--- src/rtl/layer_sequencer_if.sv ---
// ----------------------------------------------------------------------------
// layer_sequencer_if
//   Bundles every non-clock signal between a layer_sequencer and its
//   surroundings: the configuration word stream, the sample word stream, the
//   write strobes toward the neuron layer, the layer's per-neuron output-valid
//   flags and the sequencer status flags.
//
//   Modports
//     slave  : the sequencer itself (consumes streams, drives the layer side)
//     master : whoever feeds the sequencer (host/bench) and observes it
//
//   Signals
//     start                              request a full layer configuration load
//     cfg_valid / cfg_ready / cfg_data   config word stream (weights then bias)
//     weightValid / weightValue          weight write strobe and word
//     biasValid / biasValue              bias write strobe and word
//     config_layer_num                   target layer of every write
//     config_neuron_num                  target neuron of the current write
//     s_valid / s_ready / s_data         sample word stream
//     x_valid / x_in                     sample strobe and word to the layer
//     o_valid                            per-neuron output-valid flags
//     configured / busy / done           status; done is a one-cycle pulse
// ----------------------------------------------------------------------------
interface layer_sequencer_if #(
    parameter int NN        = 30,
    parameter int dataWidth = 16
);
    logic                 start;

    logic                 cfg_valid;
    logic                 cfg_ready;
    logic [dataWidth-1:0] cfg_data;

    logic                 weightValid;
    logic                 biasValid;
    logic [dataWidth-1:0] weightValue;
    logic [dataWidth-1:0] biasValue;
    logic [31:0]          config_layer_num;
    logic [31:0]          config_neuron_num;

    logic                 s_valid;
    logic                 s_ready;
    logic [dataWidth-1:0] s_data;

    logic                 x_valid;
    logic [dataWidth-1:0] x_in;

    logic [NN-1:0]        o_valid;

    logic                 configured;
    logic                 busy;
    logic                 done;

    modport slave (
        input  start, cfg_valid, cfg_data, s_valid, s_data, o_valid,
        output cfg_ready, weightValid, biasValid, weightValue, biasValue,
               config_layer_num, config_neuron_num, s_ready, x_valid, x_in,
               configured, busy, done
    );

    modport master (
        output start, cfg_valid, cfg_data, s_valid, s_data, o_valid,
        input  cfg_ready, weightValid, biasValid, weightValue, biasValue,
               config_layer_num, config_neuron_num, s_ready, x_valid, x_in,
               configured, busy, done
    );
endinterface

--- src/rtl/layer_sequencer.sv ---
// ----------------------------------------------------------------------------
// layer_sequencer
//   Drives one neuron layer: on start it streams numWeight weights followed by
//   one bias into each of the NN neurons (neuron 0 first), then accepts
//   numWeight sample words per inference and waits until every neuron reports
//   a valid output before accepting the next sample set.
//
//   Ports
//     clk  : rising-edge clock
//     rst  : synchronous, active-high reset (returns to IDLE, clears outputs)
//     bus  : layer_sequencer_if.slave -- streams, layer strobes and status
//
//   All layer-side strobes and data words are registered: a word accepted on
//   an edge appears on the layer side during the following cycle. Ready and
//   busy are decoded directly from the current state.
// ----------------------------------------------------------------------------
module layer_sequencer #(
    parameter int NN        = 30,
    parameter int numWeight = 784,
    parameter int dataWidth = 16,
    parameter int layerNum  = 1
) (
    input  logic             clk,
    input  logic             rst,
    layer_sequencer_if.slave bus
);
    localparam int N_W = (NN > 1) ? $clog2(NN) : 1;
    localparam int W_W = (numWeight > 1) ? $clog2(numWeight) : 1;
    localparam logic [N_W-1:0] N_LAST = N_W'(NN - 1);
    localparam logic [W_W-1:0] W_LAST = W_W'(numWeight - 1);

    typedef enum logic [2:0] {
        IDLE     = 3'd0,
        LOAD_W   = 3'd1,
        LOAD_B   = 3'd2,
        RUN      = 3'd3,
        WAIT_OUT = 3'd4
    } state_t;

    state_t               r_state;
    state_t               w_state_nxt;

    logic [N_W-1:0]       r_n;          // neuron being configured
    logic [W_W-1:0]       r_w;          // weight index within that neuron
    logic [W_W-1:0]       r_k;          // sample index within the current set

    logic                 w_cfg_ready;
    logic                 w_s_ready;
    logic                 w_busy;
    logic                 w_cfg_acc;
    logic                 w_s_acc;
    logic                 w_all_out;

    logic                 r_weight_vld;
    logic                 r_bias_vld;
    logic                 r_x_vld;
    logic                 r_done;
    logic                 r_configured;
    logic [dataWidth-1:0] r_weight_val;
    logic [dataWidth-1:0] r_bias_val;
    logic [dataWidth-1:0] r_x_in;
    logic [31:0]          r_neuron_num;

    assign w_cfg_acc = bus.cfg_valid & w_cfg_ready;
    assign w_s_acc   = bus.s_valid & w_s_ready;
    assign w_all_out = &bus.o_valid;

    // ------------------------------------------------------------------
    // State register
    // ------------------------------------------------------------------
    always_ff @(posedge clk) begin
        if (rst) begin
            r_state <= IDLE;
        end else begin
            r_state <= w_state_nxt;
        end
    end

    // ------------------------------------------------------------------
    // Next-state logic
    // ------------------------------------------------------------------
    always_comb begin
        w_state_nxt = r_state;
        case (r_state)
            IDLE: begin
                if (bus.start) begin
                    w_state_nxt = LOAD_W;
                end
            end
            LOAD_W: begin
                if (w_cfg_acc && (r_w == W_LAST)) begin
                    w_state_nxt = LOAD_B;
                end
            end
            LOAD_B: begin
                if (w_cfg_acc) begin
                    w_state_nxt = (r_n == N_LAST) ? RUN : LOAD_W;
                end
            end
            RUN: begin
                // A restart request outranks finishing the sample set.
                if (bus.start) begin
                    w_state_nxt = LOAD_W;
                end else if (w_s_acc && (r_k == W_LAST)) begin
                    w_state_nxt = WAIT_OUT;
                end
            end
            WAIT_OUT: begin
                if (w_all_out) begin
                    w_state_nxt = RUN;
                end
            end
            default: begin
                w_state_nxt = IDLE;
            end
        endcase
    end

    // ------------------------------------------------------------------
    // State-decoded outputs
    // ------------------------------------------------------------------
    always_comb begin
        w_cfg_ready = 1'b0;
        w_s_ready   = 1'b0;
        w_busy      = 1'b0;
        case (r_state)
            LOAD_W, LOAD_B: begin
                w_cfg_ready = 1'b1;
                w_busy      = 1'b1;
            end
            RUN: begin
                w_s_ready = 1'b1;
            end
            WAIT_OUT: begin
                w_busy = 1'b1;
            end
            default: begin
                w_cfg_ready = 1'b0;
            end
        endcase
    end

    // ------------------------------------------------------------------
    // Counters, registered strobes and held data words
    // ------------------------------------------------------------------
    always_ff @(posedge clk) begin
        if (rst) begin
            r_n          <= '0;
            r_w          <= '0;
            r_k          <= '0;
            r_weight_vld <= 1'b0;
            r_bias_vld   <= 1'b0;
            r_x_vld      <= 1'b0;
            r_done       <= 1'b0;
            r_configured <= 1'b0;
            r_weight_val <= '0;
            r_bias_val   <= '0;
            r_x_in       <= '0;
            r_neuron_num <= '0;
        end else begin
            // Strobes are single-cycle; data words hold their last value.
            r_weight_vld <= 1'b0;
            r_bias_vld   <= 1'b0;
            r_x_vld      <= 1'b0;
            r_done       <= 1'b0;
            case (r_state)
                IDLE: begin
                    if (bus.start) begin
                        r_n <= '0;
                        r_w <= '0;
                        r_k <= '0;
                    end
                end
                LOAD_W: begin
                    if (w_cfg_acc) begin
                        r_weight_vld <= 1'b1;
                        r_weight_val <= bus.cfg_data;
                        r_neuron_num <= 32'(r_n);
                        r_w          <= (r_w == W_LAST) ? '0 : r_w + W_W'(1);
                    end
                end
                LOAD_B: begin
                    if (w_cfg_acc) begin
                        r_bias_vld   <= 1'b1;
                        r_bias_val   <= bus.cfg_data;
                        r_neuron_num <= 32'(r_n);
                        if (r_n == N_LAST) begin
                            r_configured <= 1'b1;
                        end else begin
                            r_n <= r_n + N_W'(1);
                        end
                    end
                end
                RUN: begin
                    // A word handshaked in the same cycle as a restart is still
                    // forwarded; the restart only redirects the state.
                    if (w_s_acc) begin
                        r_x_vld <= 1'b1;
                        r_x_in  <= bus.s_data;
                        r_k     <= (r_k == W_LAST) ? '0 : r_k + W_W'(1);
                    end
                    if (bus.start) begin
                        r_n          <= '0;
                        r_w          <= '0;
                        r_k          <= '0;
                        r_configured <= 1'b0;
                    end
                end
                WAIT_OUT: begin
                    if (w_all_out) begin
                        r_done <= 1'b1;
                    end
                end
                default: begin
                    r_done <= 1'b0;
                end
            endcase
        end
    end

    assign bus.cfg_ready         = w_cfg_ready;
    assign bus.s_ready           = w_s_ready;
    assign bus.busy              = w_busy;
    assign bus.weightValid       = r_weight_vld;
    assign bus.biasValid         = r_bias_vld;
    assign bus.x_valid           = r_x_vld;
    assign bus.done              = r_done;
    assign bus.configured        = r_configured;
    assign bus.weightValue       = r_weight_val;
    assign bus.biasValue         = r_bias_val;
    assign bus.x_in              = r_x_in;
    assign bus.config_neuron_num = r_neuron_num;
    assign bus.config_layer_num  = 32'(layerNum);

endmodule

--- src/flat_wrapper.sv ---
// flat-port wrapper written by rule: the top's interface ports become plain ports
module layer_sequencer_flat 
#(
    parameter int NN        = 30,
    parameter int numWeight = 784,
    parameter int dataWidth = 16,
    parameter int layerNum  = 1
)
  (clk, rst, bus_start, bus_cfg_valid, bus_cfg_data, bus_s_valid, bus_s_data, bus_o_valid, bus_cfg_ready, bus_weightValid, bus_biasValid, bus_weightValue, bus_biasValue, bus_config_layer_num, bus_config_neuron_num, bus_s_ready, bus_x_valid, bus_x_in, bus_configured, bus_busy, bus_done);
  layer_sequencer_if #(.NN(NN), .dataWidth(dataWidth)) bus_i ();
  input  logic clk;
  input  logic rst;
  input wire logic [$bits(bus_i.start)-1:0] bus_start;
  input wire logic [$bits(bus_i.cfg_valid)-1:0] bus_cfg_valid;
  input wire logic [$bits(bus_i.cfg_data)-1:0] bus_cfg_data;
  input wire logic [$bits(bus_i.s_valid)-1:0] bus_s_valid;
  input wire logic [$bits(bus_i.s_data)-1:0] bus_s_data;
  input wire logic [$bits(bus_i.o_valid)-1:0] bus_o_valid;
  output wire logic [$bits(bus_i.cfg_ready)-1:0] bus_cfg_ready;
  output wire logic [$bits(bus_i.weightValid)-1:0] bus_weightValid;
  output wire logic [$bits(bus_i.biasValid)-1:0] bus_biasValid;
  output wire logic [$bits(bus_i.weightValue)-1:0] bus_weightValue;
  output wire logic [$bits(bus_i.biasValue)-1:0] bus_biasValue;
  output wire logic [$bits(bus_i.config_layer_num)-1:0] bus_config_layer_num;
  output wire logic [$bits(bus_i.config_neuron_num)-1:0] bus_config_neuron_num;
  output wire logic [$bits(bus_i.s_ready)-1:0] bus_s_ready;
  output wire logic [$bits(bus_i.x_valid)-1:0] bus_x_valid;
  output wire logic [$bits(bus_i.x_in)-1:0] bus_x_in;
  output wire logic [$bits(bus_i.configured)-1:0] bus_configured;
  output wire logic [$bits(bus_i.busy)-1:0] bus_busy;
  output wire logic [$bits(bus_i.done)-1:0] bus_done;
  assign bus_i.start = bus_start;
  assign bus_i.cfg_valid = bus_cfg_valid;
  assign bus_i.cfg_data = bus_cfg_data;
  assign bus_i.s_valid = bus_s_valid;
  assign bus_i.s_data = bus_s_data;
  assign bus_i.o_valid = bus_o_valid;
  assign bus_cfg_ready = bus_i.cfg_ready;
  assign bus_weightValid = bus_i.weightValid;
  assign bus_biasValid = bus_i.biasValid;
  assign bus_weightValue = bus_i.weightValue;
  assign bus_biasValue = bus_i.biasValue;
  assign bus_config_layer_num = bus_i.config_layer_num;
  assign bus_config_neuron_num = bus_i.config_neuron_num;
  assign bus_s_ready = bus_i.s_ready;
  assign bus_x_valid = bus_i.x_valid;
  assign bus_x_in = bus_i.x_in;
  assign bus_configured = bus_i.configured;
  assign bus_busy = bus_i.busy;
  assign bus_done = bus_i.done;
  layer_sequencer #(.NN(NN), .numWeight(numWeight), .dataWidth(dataWidth), .layerNum(layerNum)) u_core (.clk(clk), .rst(rst), .bus(bus_i));
endmodule
--- config.mk ---
export PLATFORM = sky130hd
export DESIGN_NAME = layer_sequencer_flat
export DESIGN_NICKNAME = d
export VERILOG_FILES = /design/src/rtl/layer_sequencer_if.sv /design/src/rtl/layer_sequencer.sv /design/src/flat_wrapper.sv
export SDC_FILE = /design/constraint.sdc
export NUM_CORES = 1
export LEC_CHECK = 0
export CORE_AREA = 3 3 126 92
export CTS_BUF_LIST = sky130_fd_sc_hd__clkbuf_2 sky130_fd_sc_hd__clkbuf_4 sky130_fd_sc_hd__clkbuf_8
export DETAILED_ROUTE_END_ITERATION = 16
export DIE_AREA = 0 0 129 95
export GPL_TIMING_DRIVEN = 0
export HOLD_SLACK_MARGIN = 0.1
export PLACE_DENSITY_LB_ADDON = 0.25
export SYNTH_ARGS = -nofsm -noshare
export SYNTH_HDL_FRONTEND = slang
export SYNTH_SLANG_ARGS = --single-unit
export TNS_END_PERCENT = 20
--- constraint.sdc ---
create_clock -name clk -period 1.8 [get_ports clk]
set_clock_uncertainty 0.2 [all_clocks]
set_input_delay 0.36 -clock clk [delete_from_list [all_inputs] [get_ports clk]]
set_output_delay 0.36 -clock clk [all_outputs]
set_load 0.01 [all_outputs]
==> flow_summary.toml, run 1 <==
[outcome]
run_status = "finished, violations left"
violations = "setup timing"

[timing]
rsz0062_at_grt = "yes"
period_needed_ps = 2020
hold_violations = 0
postLayoutSetupSlackWorst_ps = -220.3
timing.fmax_mhz = 495.0
worst_pin_slew_ps = 503.3
slew_headroom_pct = 66.45
setup_viol = 34
slew_violations = 0
fin_crit_sh_pct = 112.2

[clock_tree]
cts_tree = "done"
cts_root_buf = "clkbuf_8"
clock_sinks = 86
cts.path.max_buffers = 2
numCtsBuffers = 9
path_clk_slew_ps = 90
clock_latency_ps = 350
cts_max_level = 3

[global_route]
grt_max_degree = 15
grt_pass1_vias = 3736
track_usage_pct = 18.22
antenna_found_initial = 0
overflow = 0
grt_pass1_wl_um = 17950

[floorplan]
die-area_mm2 = 0.01226
core_region_area_mm2 = 0.01032
die-height_um = 95
num_io_pins = 187
initial_utilization_pct = 39.26
die_width_um = 129
rows = 31

[cells_and_area]
num_antenna_cells = 0
multi_input_area_mm2 = 0.002271
finalNonFillerCells = 850
seq_area_mm2 = 0.001738
area_delta_synth_final_pct = 57.37
fillers = 881
fin_nets = 784
drive_gt1_share_pct = 24.09

[place]
numPortBuffers = 127
dp_hpwl_um = 8729
dpl.cell_count = 818
place.gp.congestion = 0.8341

[synthesis]
synth_top_area_share_pct = 42.51
synth_area_mm2 = 0.004050
yosysMostFrequentCell = "nand2_1"
syn_inst = 502
ys_top_cells_by_count = "nand2_1 (113), dfxtp_1 (86), buf_4 (59)"
avgSynthCellArea_um2 = 8.068
synth_edf_count = 0
synth_area_leaders = "dfxtp_1 (43%), buf_4 (11%), nand2_1 (10%)"
ys_types = 48
yosys.area.top_type = "dfxtp_1"
synth_top_flop_cell = "dfxtp_1"
async_reset_ff_share_pct = 0
yosysSeqAreaShare_pct = 42.51
synth_seq_cells = 86
yosys_warnings = 0

[worst_setup_path]
cp-end-kind = "flop"
path_buf_inv = 0
worst-setup-path-type = "reg2reg"
critPathLaunchType = "flop"
path_cells = "or3b_4 -> o31ai_4 -> nand3_2 -> or4_1 -> a21oi_2"
max_stage_delay_ps = 510
cp_top_family = "simple AND/OR/NAND/NOR gates"
required_ps = 1890
critPathMaxFanout = 4
slowest_stage = "or4_1"
arrival_ps = 2110

[pwr]
powerDensity_mw_per_mm2 = 769.2
total_power_mw = 4.903
p_leak_nw = 2.820
vdd_drop_max_mv = 0.4550

[route]
ant_nets = 0
wl_per_cell_um = 14.24
viasPerCell = 4.728
first_iter_violations = 187
drt-total-wl_um = 12100
drc_errors = 0
vias = 4019
dr.pass1.iters = 4

[hold_path]
hold_class = "reg2reg"

[run]
maxCapViolCount = 0
## worst min-delay path: stages, from the launching register on
cell     delay (ps)
dfxtp_1         310
nand2_1          50
a21oi_1          50
## layout by cell type (no fill, tap or decap), drive strengths merged, types with 2 or more instances in the layout
cell type,n
a211o,2
a211oi,2
a21boi,2
a21o,4
a21oi,57
and2,4
and3,7
buf,90
clkbuf,23
clkdlybuf4s50,64
clkinvlp,2
conb,59
dfxtp,86
dlygate4sd2,58
dlymetal6s2s,2
ha,4
inv,6
mux2i,5
nand2,113
nand2b,3
nand3,11
nand4,14
nor2,35
nor2b,4
nor3,6
nor4,5
nor4b,4
o21ai,4
o31ai,2
or3,3
or3b,2
or4,2
xnor2,11
xor2,11
## cells by family after synthesis
family | Yosys count | share of synthesized area, %
fa+ha+maj | 4 | 1.236
compound gates | 77 | 11.15
xor+xnor | 22 | 4.757
mux | 6 | 1.514
simple gates | 217 | 24.87
other cells | 2 | 0.1854
buf+inv | 88 | 13.78
flops | 86 | 42.51
## routing by layer
layer | up-vias | GRT usage [%] | part of all wire [%]
met1 | 1835 | 22.01 | 41
met4 | 0 | 5.245 | 1.3
met3 | 18 | 5.709 | 8.0
met2 | 170 | 31.29 | 49
met5 | - | 0 | 0
li1 | 1996 | - | -
## final timing paths
path	start	to	cells past startpoint	slack, ps
max	u_core.r_k[4]	u_core.r_state[0]	5	-220
min	u_core.bus.biasValue[6]	u_core.bus.biasValue[6]	2	260
max reg2reg	u_core.r_k[4]	u_core.r_state[0]	5	-220
min reg2reg	u_core.bus.biasValue[6]	u_core.bus.biasValue[6]	2	260
## flip-flops by register name, indices dropped and copies added (netlist names)
register / flops
u_core.bus.done: 1
u_core.bus.weightValue: 16
u_core.r_n: 5
u_core.bus.biasValue: 16
u_core.r_w: 10
u_core.bus.config_neuron_num: 5
u_core.bus.weightValid: 1
u_core.bus.biasValid: 1
u_core.r_k: 10
u_core.r_state: 3
u_core.bus.x_in: 16
u_core.bus.configured: 1
u_core.bus.x_valid: 1
## metrics by stage
stage	TNS (ps)	hold WS [ps]	util, %	setup WS (ps)	instance area [µm²]
3_3_place_gp	-48820	241.4	55.25	-884.3	5700
2_1_floorplan	-2137	248.7	-	-183.5	4264
6_report	-3525	256.3	61.78	-220.3	6374
3_5_place_dp	-51880	249.6	55.25	-935.7	5700
4_1_cts	-2689	255.1	60.28	-223.9	6220
5_1_grt	-7131	278.8	61.78	-249.5	6374
## what timing repair did
action                                 4_1_cts  5_1_grt
resized for setup                          144       39
endpoints found under the hold margin        0        0
setup endpoints to repair                  144       73
hold buffers                                 0        0
gates cloned                                 3        0
setup buffers                               14        2
pin swaps                                   18       17
## final cells by class
| class | instances | share of cell area (%) |
|---|---|---|
| clock buffers | 12 | 2.493 |
| inverters | 5 | 0.2945 |
| plain buffers | 80 | 9.678 |
| flip-flops and latches | 86 | 27.27 |
| well taps | 132 | 2.591 |
| clock inverters | 4 | 0.8441 |
| repair buffers | 145 | 21.20 |
| multi-input cells | 386 | 35.63 |
## power breakdown
part           total (mW)  internal [mW]  switching, mW
sequential           2.07           2.00         0.0706
clock                1.42          0.738          0.686
combinational        1.41          0.711          0.702
No activity file was read; power rests on OpenSTA's default activity.
==> run 2, diff against run 1 <==
Settings changed: CAP_MARGIN from default to 0.
==> results of run 2 <==
No change in the layout: final DEF, timing and power equal those of run 1.
==> run 3, diff against run 2 <==
Settings changed: PLACE_DENSITY from default to 0.78, PLACE_DENSITY_LB_ADDON 0.25 to default.
==> flow_summary.toml, run 3 (synthesis gave the netlist of run 1 again) <==
[outcome]
run_status = "finished, violations left"
violations = "setup timing"

[cells_and_area]
fillers = 880
finalNonFillerCells = 858
fin_util_pct = 62.58
num_antenna_cells = 0
drive_gt1_share_pct = 25.07
final_common_cell = "nand2_1"
fin_nets = 792
mostFrequentLayoutCells = "nand2_1 (111), buf_4 (80), dfxtp_1 (76)"
area_delta_synth_final_pct = 59.41

[clock_tree]
cts_root_buf = "clkbuf_8"
cts_tree = "done"
cts.path.max_buffers = 2
path_clk_slew_ps = 90
cts_max_level = 3
clock_latency_ps = 360
clock_sinks = 86
numCtsBuffers = 9

[floorplan]
rows = 31
initial_utilization_pct = 39.26
num_io_pins = 187
core_region_area_mm2 = 0.01032
die_width_um = 129
die-area_mm2 = 0.01226
die-height_um = 95

[global_route]
grt_max_degree = 16
overflow = 0
antenna_found_initial = 0
grt_pass1_wl_um = 18950
grt_pass1_vias = 3770
track_usage_pct = 19.56

[hold_path]
hold_class = "reg2reg"
hold_depth = 2
worstHoldEndpoint = "u_core.bus.x_in[12]"
min_from = "u_core.bus.x_in[12]"

[route]
ant_nets = 0
drc_errors = 0
wl_per_cell_um = 14.90
wl_met2_um = 6398
drt-total-wl_um = 12780
wl_met1_um = 5296
top_layer = "met4"
viasPerCell = 4.776
dr.pass1.iters = 5
wl_met3_um = 940
first_iter_violations = 339
vias = 4098

[timing]
period_needed_ps = 2069
slew_violations = 0
postLayoutSetupSlackWorst_ps = -268.6
rsz0062_at_grt = "yes"
slew_headroom_pct = 66.19
fin_hold_ws_ps = 251.4
worst_pin_slew_ps = 507.1
timing.fmax_mhz = 483.4
fin_crit_sh_pct = 114.9
setup_viol = 38
hold_violations = 0

[pwr]
power.internal_mw = 3.439
sw_frac_of_total_pct = 30.54
vdd_drop_max_mv = 0.4291
p_leak_nw = 2.837
p_clk_share_pct = 28.4
pwr-share-seq_pct = 41.8
powerDensity_mw_per_mm2 = 766.9
combPwrFrac_pct = 29.8
switchingPower_mw = 1.512

[worst_setup_path]
required_ps = 1860
r2r_slack_ps = -270
worst-setup-path-type = "reg2reg"
critPathLaunchType = "flop"
critPathMaxFanout = 5
cp-end-kind = "flop"
arrival_ps = 2130
r2r_cells = 9
r2r_start = "u_core.r_state[1]"
reg2reg_to = "u_core.r_w[7]"

[place]
dp_hpwl_um = 9078
dpl.cell_count = 818
numPortBuffers = 127
place.gp.congestion = 0.8654
post-place-ws_ps = -999.0

[run]
maxCapViolCount = 0
run 3: cell types whose count changed in the layout (fill, tap and decap cells not counted), sizes merged:
cell,previous run,this run
buf,90,100
clkbuf,23,19
clkinv,0,3
clkinvlp,2,1
run 3: worst max-delay path by stage:
stage | start | endpoint | slack, ps | cells past startpoint
2_1_floorplan | u_core.r_k[3] | u_core.r_state[0] | -180 | 5
3_3_place_gp | bus_cfg_valid | u_core.bus.biasValue[11] | -960 | 6
3_5_place_dp | bus_cfg_valid | u_core.bus.biasValue[5] | -1000 | 6
4_1_cts | u_core.r_state[1] | bus_busy | -200 | 4
5_1_grt | u_core.r_state[1] | u_core.r_w[7] | -330 | 9
6_report | u_core.r_state[1] | u_core.r_w[7] | -270 | 9
run 3: repair_timing:
action                                  4_1_cts  5_1_grt
hold buffers                                  0        0
pin swaps                                    17       21
buffers inserted                             18        7
gates resized for setup                     149       51
cloned                                        3        1
endpoints found under the setup margin      144       69
run 3: through the flow:
| step | TNS (ps) | total power, mW | instance area, µm² |
|---|---|---|---|
| after floorplan | -2137 | 2.729 | 4264 |
| after global placement | -50800 | 3.158 | 5700 |
| after detailed placement | -53230 | 3.188 | 5700 |
| after CTS | -2821 | 4.818 | 6255 |
| after global routing | -6400 | 5.181 | 6456 |
| final | -3743 | 4.951 | 6456 |
run 3: area by class of cell:
| cell class | count | area [µm²] | area share (%) |
|---|---|---|---|
| Buffer | 80 | 608.1 | 9.419 |
| Multi-Input combinational cell | 386 | 2287 | 35.43 |
| Inverter | 5 | 21.27 | 0.3295 |
| Clock inverter | 6 | 68.82 | 1.066 |
| Sequential cell | 86 | 1739 | 26.94 |
| Tap cell | 132 | 165.2 | 2.558 |
| Timing Repair Buffer | 153 | 1429 | 22.13 |
| Clock buffer | 10 | 137.6 | 2.132 |
run 3: worst max-delay path, stage by stage (launching register included):
cell and delay [ps]:
dfxtp_2 370, buf_6 150, buf_6 100, mux2_4 320, buf_12 130, a21boi_4 240
buf_4 160, nor4_2 30, xnor2_1 170, nor2_1 70
run 3: per-layer routing:
layer  up-vias  GRT usage, %
met3        16         4.918
li1       2003             -
met2       174         34.78
met5         -             0
met1      1905         23.53
met4         0         5.332
run 3: power groups by stage:
| stage | Combinational, mW | Clock (mW) | Sequential (mW) |
|---|---|---|---|
| after floorplan | 0.616 | 0 | 2.11 |
| after global placement | 1.07 | 0 | 2.09 |
| after detailed placement | 1.09 | 0 | 2.10 |
| after CTS | 1.32 | 1.44 | 2.06 |
| after global routing | 1.58 | 1.51 | 2.08 |
| final | 1.47 | 1.41 | 2.07 |
